===== config.mk =====
export PLATFORM = sky130hd
export DESIGN_NAME = updi_mem_access_ctrl
export DESIGN_NICKNAME = d
export VERILOG_FILES = /design/src/rtl/updi_mem_access_ctrl.sv
export SDC_FILE = /design/constraint.sdc
export NUM_CORES = 1
export LEC_CHECK = 0
export ABC_AREA = 1
export ABC_CLOCK_PERIOD_IN_PS = 1700
export BUFFER_PORTS_ARGS = -buffer_cell sky130_fd_sc_hd__buf_4
export CAP_MARGIN = 20
export CORE_AREA = 2 2 89 91
export CTS_BUF_LIST = sky130_fd_sc_hd__clkbuf_4 sky130_fd_sc_hd__clkbuf_8
export CTS_CLUSTER_SIZE = 28
export DETAILED_ROUTE_END_ITERATION = 10
export DIE_AREA = 0 0 91 93
export PLACE_DENSITY = 0.81
export SYNTH_ARGS = -nofsm -noshare
export SYNTH_HDL_FRONTEND = slang
export SYNTH_SLANG_ARGS = --single-unit

===== constraint.sdc =====
create_clock -name clk_i -period 1.7 [get_ports clk_i]
set_clock_uncertainty 0.2 [all_clocks]
set_input_delay 0.085 -clock clk_i [delete_from_list [all_inputs] [get_ports clk_i]]
set_output_delay 0.085 -clock clk_i [all_outputs]
set_load 0.01 [all_outputs]

===== src/rtl/updi_mem_access_ctrl.sv =====
// updi_mem_access_ctrl: sequences single-byte read/write requests into UPDI LDS/STS
// transactions on updi_interface, with bounded retry on ACK error or rx timeout.
`default_nettype none

module updi_mem_access_ctrl #(
  parameter int MAX_DATA_SIZE  = 16,
  parameter int DATA_ADDR_BITS = $clog2(MAX_DATA_SIZE),
  parameter int MAX_RETRIES    = 2
) (
  input  logic                          clk_i,
  input  logic                          rst_ni,
  input  logic                          req_valid_i,
  output logic                          req_ready_o,
  input  logic                          req_write_i,
  input  logic [15:0]                   req_addr_i,
  input  logic [7:0]                    req_wdata_i,
  output logic                          rsp_valid_o,
  output logic [7:0]                    rsp_rdata_o,
  output logic [1:0]                    rsp_err_o,
  output logic [2:0]                    instruction_o,
  output logic [1:0]                    size_a_o,
  output logic [1:0]                    size_b_o,
  output logic [1:0]                    ptr_o,
  output logic [3:0]                    cs_addr_o,
  output logic                          sib_o,
  output logic [1:0]                    size_c_o,
  output logic [8*MAX_DATA_SIZE-1:0]    data_o,
  output logic [DATA_ADDR_BITS:0]       data_len_o,
  output logic [MAX_DATA_SIZE-1:0]      wait_ack_after_o,
  output logic                          tx_start_o,
  input  logic                          tx_ready_i,
  input  logic                          tx_done_i,
  output logic [DATA_ADDR_BITS-1:0]     rx_n_bytes_o,
  output logic                          rx_start_o,
  input  logic                          rx_ready_i,
  input  logic                          rx_done_i,
  input  logic                          rx_timeout_i,
  input  logic                          ack_error_i,
  input  logic [7:0]                    rx_fifo_data_i,
  input  logic                          rx_fifo_wr_en_i,
  output logic                          rx_fifo_full_o
);

  localparam logic [2:0] INSTR_LDS = 3'b000;
  localparam logic [2:0] INSTR_STS = 3'b010;

  localparam logic [1:0] ERR_OK      = 2'd0;
  localparam logic [1:0] ERR_ACK     = 2'd1;
  localparam logic [1:0] ERR_TIMEOUT = 2'd2;

  typedef enum logic [2:0] {
    S_IDLE     = 3'd0,
    S_TX_START = 3'd1,
    S_TX_WAIT  = 3'd2,
    S_RX_START = 3'd3,
    S_RX_WAIT  = 3'd4,
    S_RESP     = 3'd5
  } state_e;

  state_e      state_q, state_d;
  logic [3:0]  retry_q, retry_d;
  logic [7:0]  rdata_q, rdata_d;
  logic [1:0]  err_q, err_d;
  logic        write_q;
  logic [15:0] addr_q;
  logic [7:0]  wdata_q;
  logic        loaded_q;

  logic        accept;
  logic        fail;
  logic [1:0]  fail_code;

  assign accept = (state_q == S_IDLE) && req_valid_i;

  always_ff @(posedge clk_i) begin
    if (!rst_ni) begin
      state_q  <= S_IDLE;
      retry_q  <= '0;
      rdata_q  <= '0;
      err_q    <= ERR_OK;
      write_q  <= 1'b0;
      addr_q   <= '0;
      wdata_q  <= '0;
      loaded_q <= 1'b0;
    end else begin
      state_q <= state_d;
      retry_q <= retry_d;
      rdata_q <= rdata_d;
      err_q   <= err_d;
      if (accept) begin
        write_q  <= req_write_i;
        addr_q   <= req_addr_i;
        wdata_q  <= req_wdata_i;
        loaded_q <= 1'b1;
      end
    end
  end

  always_comb begin
    state_d     = state_q;
    retry_d     = retry_q;
    rdata_d     = rdata_q;
    err_d       = err_q;
    fail        = 1'b0;
    fail_code   = ERR_OK;
    req_ready_o = 1'b0;
    tx_start_o  = 1'b0;
    rx_start_o  = 1'b0;
    rsp_valid_o = 1'b0;

    case (state_q)
      S_IDLE: begin
        req_ready_o = rst_ni;
        if (req_valid_i) begin
          state_d = S_TX_START;
          retry_d = '0;
          rdata_d = '0;
          err_d   = ERR_OK;
        end
      end
      S_TX_START: begin
        tx_start_o = rst_ni && tx_ready_i;
        if (tx_ready_i) state_d = S_TX_WAIT;
      end
      S_TX_WAIT: begin
        if (ack_error_i) begin
          fail      = 1'b1;
          fail_code = ERR_ACK;
        end else if (tx_done_i) begin
          state_d = write_q ? S_RESP : S_RX_START;
        end
      end
      S_RX_START: begin
        rx_start_o = rst_ni && rx_ready_i;
        if (rx_ready_i) state_d = S_RX_WAIT;
      end
      S_RX_WAIT: begin
        if (rx_fifo_wr_en_i) rdata_d = rx_fifo_data_i;
        // Timeout outranks a coincident rx_done: the byte count cannot be trusted.
        if (rx_timeout_i) begin
          fail      = 1'b1;
          fail_code = ERR_TIMEOUT;
        end else if (ack_error_i) begin
          fail      = 1'b1;
          fail_code = ERR_ACK;
        end else if (rx_done_i) begin
          state_d = S_RESP;
        end
      end
      S_RESP: begin
        rsp_valid_o = rst_ni;
        state_d     = S_IDLE;
      end
      default: state_d = S_IDLE;
    endcase

    if (fail) begin
      rdata_d = '0;
      if (retry_q < 4'(MAX_RETRIES)) begin
        retry_d = retry_q + 4'd1;
        state_d = S_TX_START;
      end else begin
        err_d   = fail_code;
        state_d = S_RESP;
      end
    end
  end

  always_comb begin
    data_o           = '0;
    data_len_o       = '0;
    wait_ack_after_o = '0;
    rx_n_bytes_o     = '0;
    instruction_o    = write_q ? INSTR_STS : INSTR_LDS;
    if (loaded_q) begin
      data_o[15:0] = addr_q;
      if (write_q) begin
        data_o[23:16]         = wdata_q;
        data_len_o            = (DATA_ADDR_BITS+1)'(3);
        wait_ack_after_o[2:1] = 2'b11;
      end else begin
        data_len_o   = (DATA_ADDR_BITS+1)'(2);
        rx_n_bytes_o = DATA_ADDR_BITS'(1);
      end
    end
  end

  assign rsp_rdata_o    = rdata_q;
  assign rsp_err_o      = err_q;
  assign size_a_o       = 2'd1;
  assign size_b_o       = 2'd0;
  assign ptr_o          = 2'd0;
  assign cs_addr_o      = 4'd0;
  assign sib_o          = 1'b0;
  assign size_c_o       = 2'd0;
  assign rx_fifo_full_o = 1'b0;

endmodule

`default_nettype wire


==> impl_metrics.py <==
metrics = {
    "worst_setup_path": {
        "critical_path.reg2reg.startpoint": "state_q[0]",
        "reg2reg_setup_slack_ns": 0.13,
        "critPathKind": "flop to output pin",
        "endpoint_kind": "output pin",
        "critical_path.reg2reg.endpoint": "rsp_rdata_o[4]",
        "critPathMaxFanout": 7,
        "worstRegToRegCells": 7,
        "worstSetupEndpoint": "tx_start_o",
        "timing.critical_path.required_ns": 1.41,
        "crit_path_start": "state_q[1]",
        "cp_data_arrival_time_ns": 1.29,
        "critPathLaunchType": "flop",
    },
    "placement": {
        "number_of_port_buffers": 86,
        "place_ws_ns": 0.1013,
        "hpwlAfterDp_mm": 4.508,
        "placedInstanceArea_mm2": 0.003218,
        "gp_routability_congestion": 0.8372,
    },
    "job": {
        "timing.max_cap.violations": 0,
    },
    "die": {
        "design.die.area_mm2": 0.008463,
        "core.rowCount": 32,
        "io_pins": 227,
        "fp.dieW_um": 91,
        "floorplan.initialDensity": 0.4033,
        "die-height_um": 93,
        "fp.coreArea_mm2": 0.007527,
    },
    "grt": {
        "globalRouteTotalUtil": 0.1482,
        "grt_pass1_vias": 2264,
        "maximum_number_of_pins_on_one_net_before_global_route_repair": 42,
        "wire_length_of_the_first_global_routing_pass_mm": 10.32,
        "globalRoute.totalOverflow": 0,
        "antenna_found_initial": 0,
    },
    "finish": {
        "post_route_cells_drive_above_1_share": 0.2114,
        "postLayoutCoreUtil": 0.4953,
        "finalInstanceArea_mm2": 0.003729,
        "antenna_cells_inserted": 0,
        "fillers": 697,
        "num-nets-final": 587,
        "syn2layout_area_growth_pct": 22.84,
    },
    "cts": {
        "worstSkewPairLatency_ns": 0.29,
        "cts_inserted_buffers": 5,
        "cts_max_level": 2,
        "tritoncts_num_sinks": 43,
        "clock_tree.buffer_depth": 2,
        "clk_pin_slew_worst_paths_ns": 0.09,
        "clockRootBuffer": "sky130_fd_sc_hd__clkbuf_8",
        "tritoncts": "built",
    },
    "synth": {
        "post_synth_inst_count": 424,
        "number_of_flops_mapped_to_enable_cells_by_yosys": 0,
        "syn_area_mm2": 0.003035,
        "proportion_of_netlist_area_held_by_the_largest_area_contributor": 0.3586,
        "post-synth-top-count-cell": "sky130_fd_sc_hd__buf_4",
        "synth-async-reset-ratio": 0,
        "synth_top_area_cell": "sky130_fd_sc_hd__buf_4",
        "synth.yosys.warnings": 0,
        "synth-seq-cells": 43,
        "yosys_most_used_dff": "sky130_fd_sc_hd__dfxtp_1",
        "synth.cells.most_frequent": "145 x sky130_fd_sc_hd__buf_4, 55 x sky130_fd_sc_hd__nor2_1, 43 x sky130_fd_sc_hd__dfxtp_1",
        "synth-seq-area-share": 0.2836,
        "synth_area_per_cell_um2": 7.159,
        "yosys-top-cells-area": "sky130_fd_sc_hd__buf_4 36%, sky130_fd_sc_hd__dfxtp_1 28%, sky130_fd_sc_hd__nor2_1 6.8%",
        "synth.lib_cells_used.distinct": 31,
    },
    "sta": {
        "min_period_over_period": 0.9274,
        "finalSetupViolCount": 0,
        "max_transition_viols_final": 0,
        "max_freq_ghz": 0.6343,
        "setup_total_negative_slack_ns": 0,
        "fin_crit_ns": 1.577,
        "final.setup.worst_slack_ns": 0.1235,
        "rsz0062_at_grt": "no",
        "timing_hold_violations_final": 0,
    },
    "drt": {
        "drt-initial-drc-count": 109,
        "via_per_inst": 3.972,
        "detailroute.via_count": 2566,
        "post_drt_wl_per_cell_um": 10.34,
        "detailedRoute.firstPassIterationCount": 4,
        "total_routed_wirelength_mm": 6.680,
        "drc": 0,
        "route.antenna.remaining_nets": 0,
    },
    "pwr": {
        "irDropWorstVdd_v": 0.0006792,
        "leakagePower_nw": 2.062,
        "post-layout-total-power_mw": 3.984,
        "pwr_density_cell_mw_per_mm2": 1069,
    },
    "hold_path": {
        "min-delay-path-class": "input port to flop",
    },
    "run_status": {
        "status": "finished clean",
    },
}
## where the power goes
| group | total, mW | internal [mW] | switching [mW] |
|---|---|---|---|
| Clock | 0.803 | 0.438 | 0.366 |
| Combinational | 1.76 | 0.618 | 1.14 |
| Sequential | 1.42 | 1.26 | 0.162 |
## layer usage
metal,vias to the layer above,track usage,routed length (µm)
li1,1261,-,-
met1,1142,0.1741,2564
met2,145,0.2580,3380
met3,18,0.03546,564
met4,0,0.06439,172
met5,-,0,0
## flip-flops by register name (all words and copies together), names as in the netlist
register     cells
retry_q          4
wdata_q          8
loaded_q         1
addr_q          16
state_q          3
rsp_err_o        2
rsp_rdata_o      8
write_q          1
## repair_timing
action,CTS,global route
buffers inserted,0,0
pin swaps,0,0
resized for setup,2,5
hold endpoints to repair,36,0
endpoints found under the setup margin,2,22
hold buffers,38,0
## worst max-delay path: stages, from the launching register on
cell and delay [ns]:
sky130_fd_sc_hd__dfxtp_1 0.34, sky130_fd_sc_hd__buf_4 0.17, sky130_fd_sc_hd__nor2_1 0.13, sky130_fd_sc_hd__nand3_1 0.11, sky130_fd_sc_hd__nor2_1 0.11, sky130_fd_sc_hd__buf_4 0.14
## stage by stage
step           hold slack [ns]  cells
6_report               0.01887    646
5_1_grt                0.03632    646
4_1_cts                0.01226    646
3_5_place_dp            0.1132    600
3_3_place_gp            0.1074    600
2_1_floorplan          0.01990    562
## final cells by class
type	count	area, µm²	area share
clock buffers	5	68.82	0.01846
clock inverters	3	43.79	0.01174
flip-flops and latches	43	863.3	0.2315
inverters	45	173.9	0.04664
multi-input cells	319	1388	0.3721
well taps	102	127.6	0.03423
repair buffers	129	1064	0.2852
## cell usage in the layout, fill, tap and decap left out, types with 2 or more instances in the layout
master	instances
sky130_fd_sc_hd__dfxtp_2	2
sky130_fd_sc_hd__a22oi_1	2
sky130_fd_sc_hd__inv_2	4
sky130_fd_sc_hd__nor2_1	55
sky130_fd_sc_hd__o21ai_0	25
sky130_fd_sc_hd__clkbuf_8	5
sky130_fd_sc_hd__a21oi_1	21
sky130_fd_sc_hd__dlygate4sd3_1	38
sky130_fd_sc_hd__nand2_2	2
sky130_fd_sc_hd__o21ai_1	2
sky130_fd_sc_hd__inv_1	39
sky130_fd_sc_hd__nand3_1	21
sky130_fd_sc_hd__buf_4	91
sky130_fd_sc_hd__conb_1	140
sky130_fd_sc_hd__dfxtp_1	41
sky130_fd_sc_hd__nand4_1	2
sky130_fd_sc_hd__nor4_2	2
sky130_fd_sc_hd__nand2_1	37
## cells by family (layout without fill, tap and decap cells)
logic type	count (synthesis)	after routing	synth area share
compound gates	54	54	0.09728
simple gates	124	124	0.1785
fa+ha+maj	1	1	0.004121
buf+inv	200	182	0.4340
other cells	2	140	0.002474
flops	43	43	0.2836
## how the worst min path moves through the flow
stage	start	to	slack, ns	cells past startpoint
after global placement	req_addr_i[15]	addr_q[15]	0.11	3
after global routing	rst_ni	loaded_q	0.04	3
after CTS	rst_ni	loaded_q	0.01	3
after detailed placement	req_addr_i[0]	addr_q[0]	0.11	3
final	rst_ni	rsp_err_o[1]	0.02	3
after floorplan	req_addr_i[0]	addr_q[0]	0.02	2
Power figures use the tool's default switching activity.
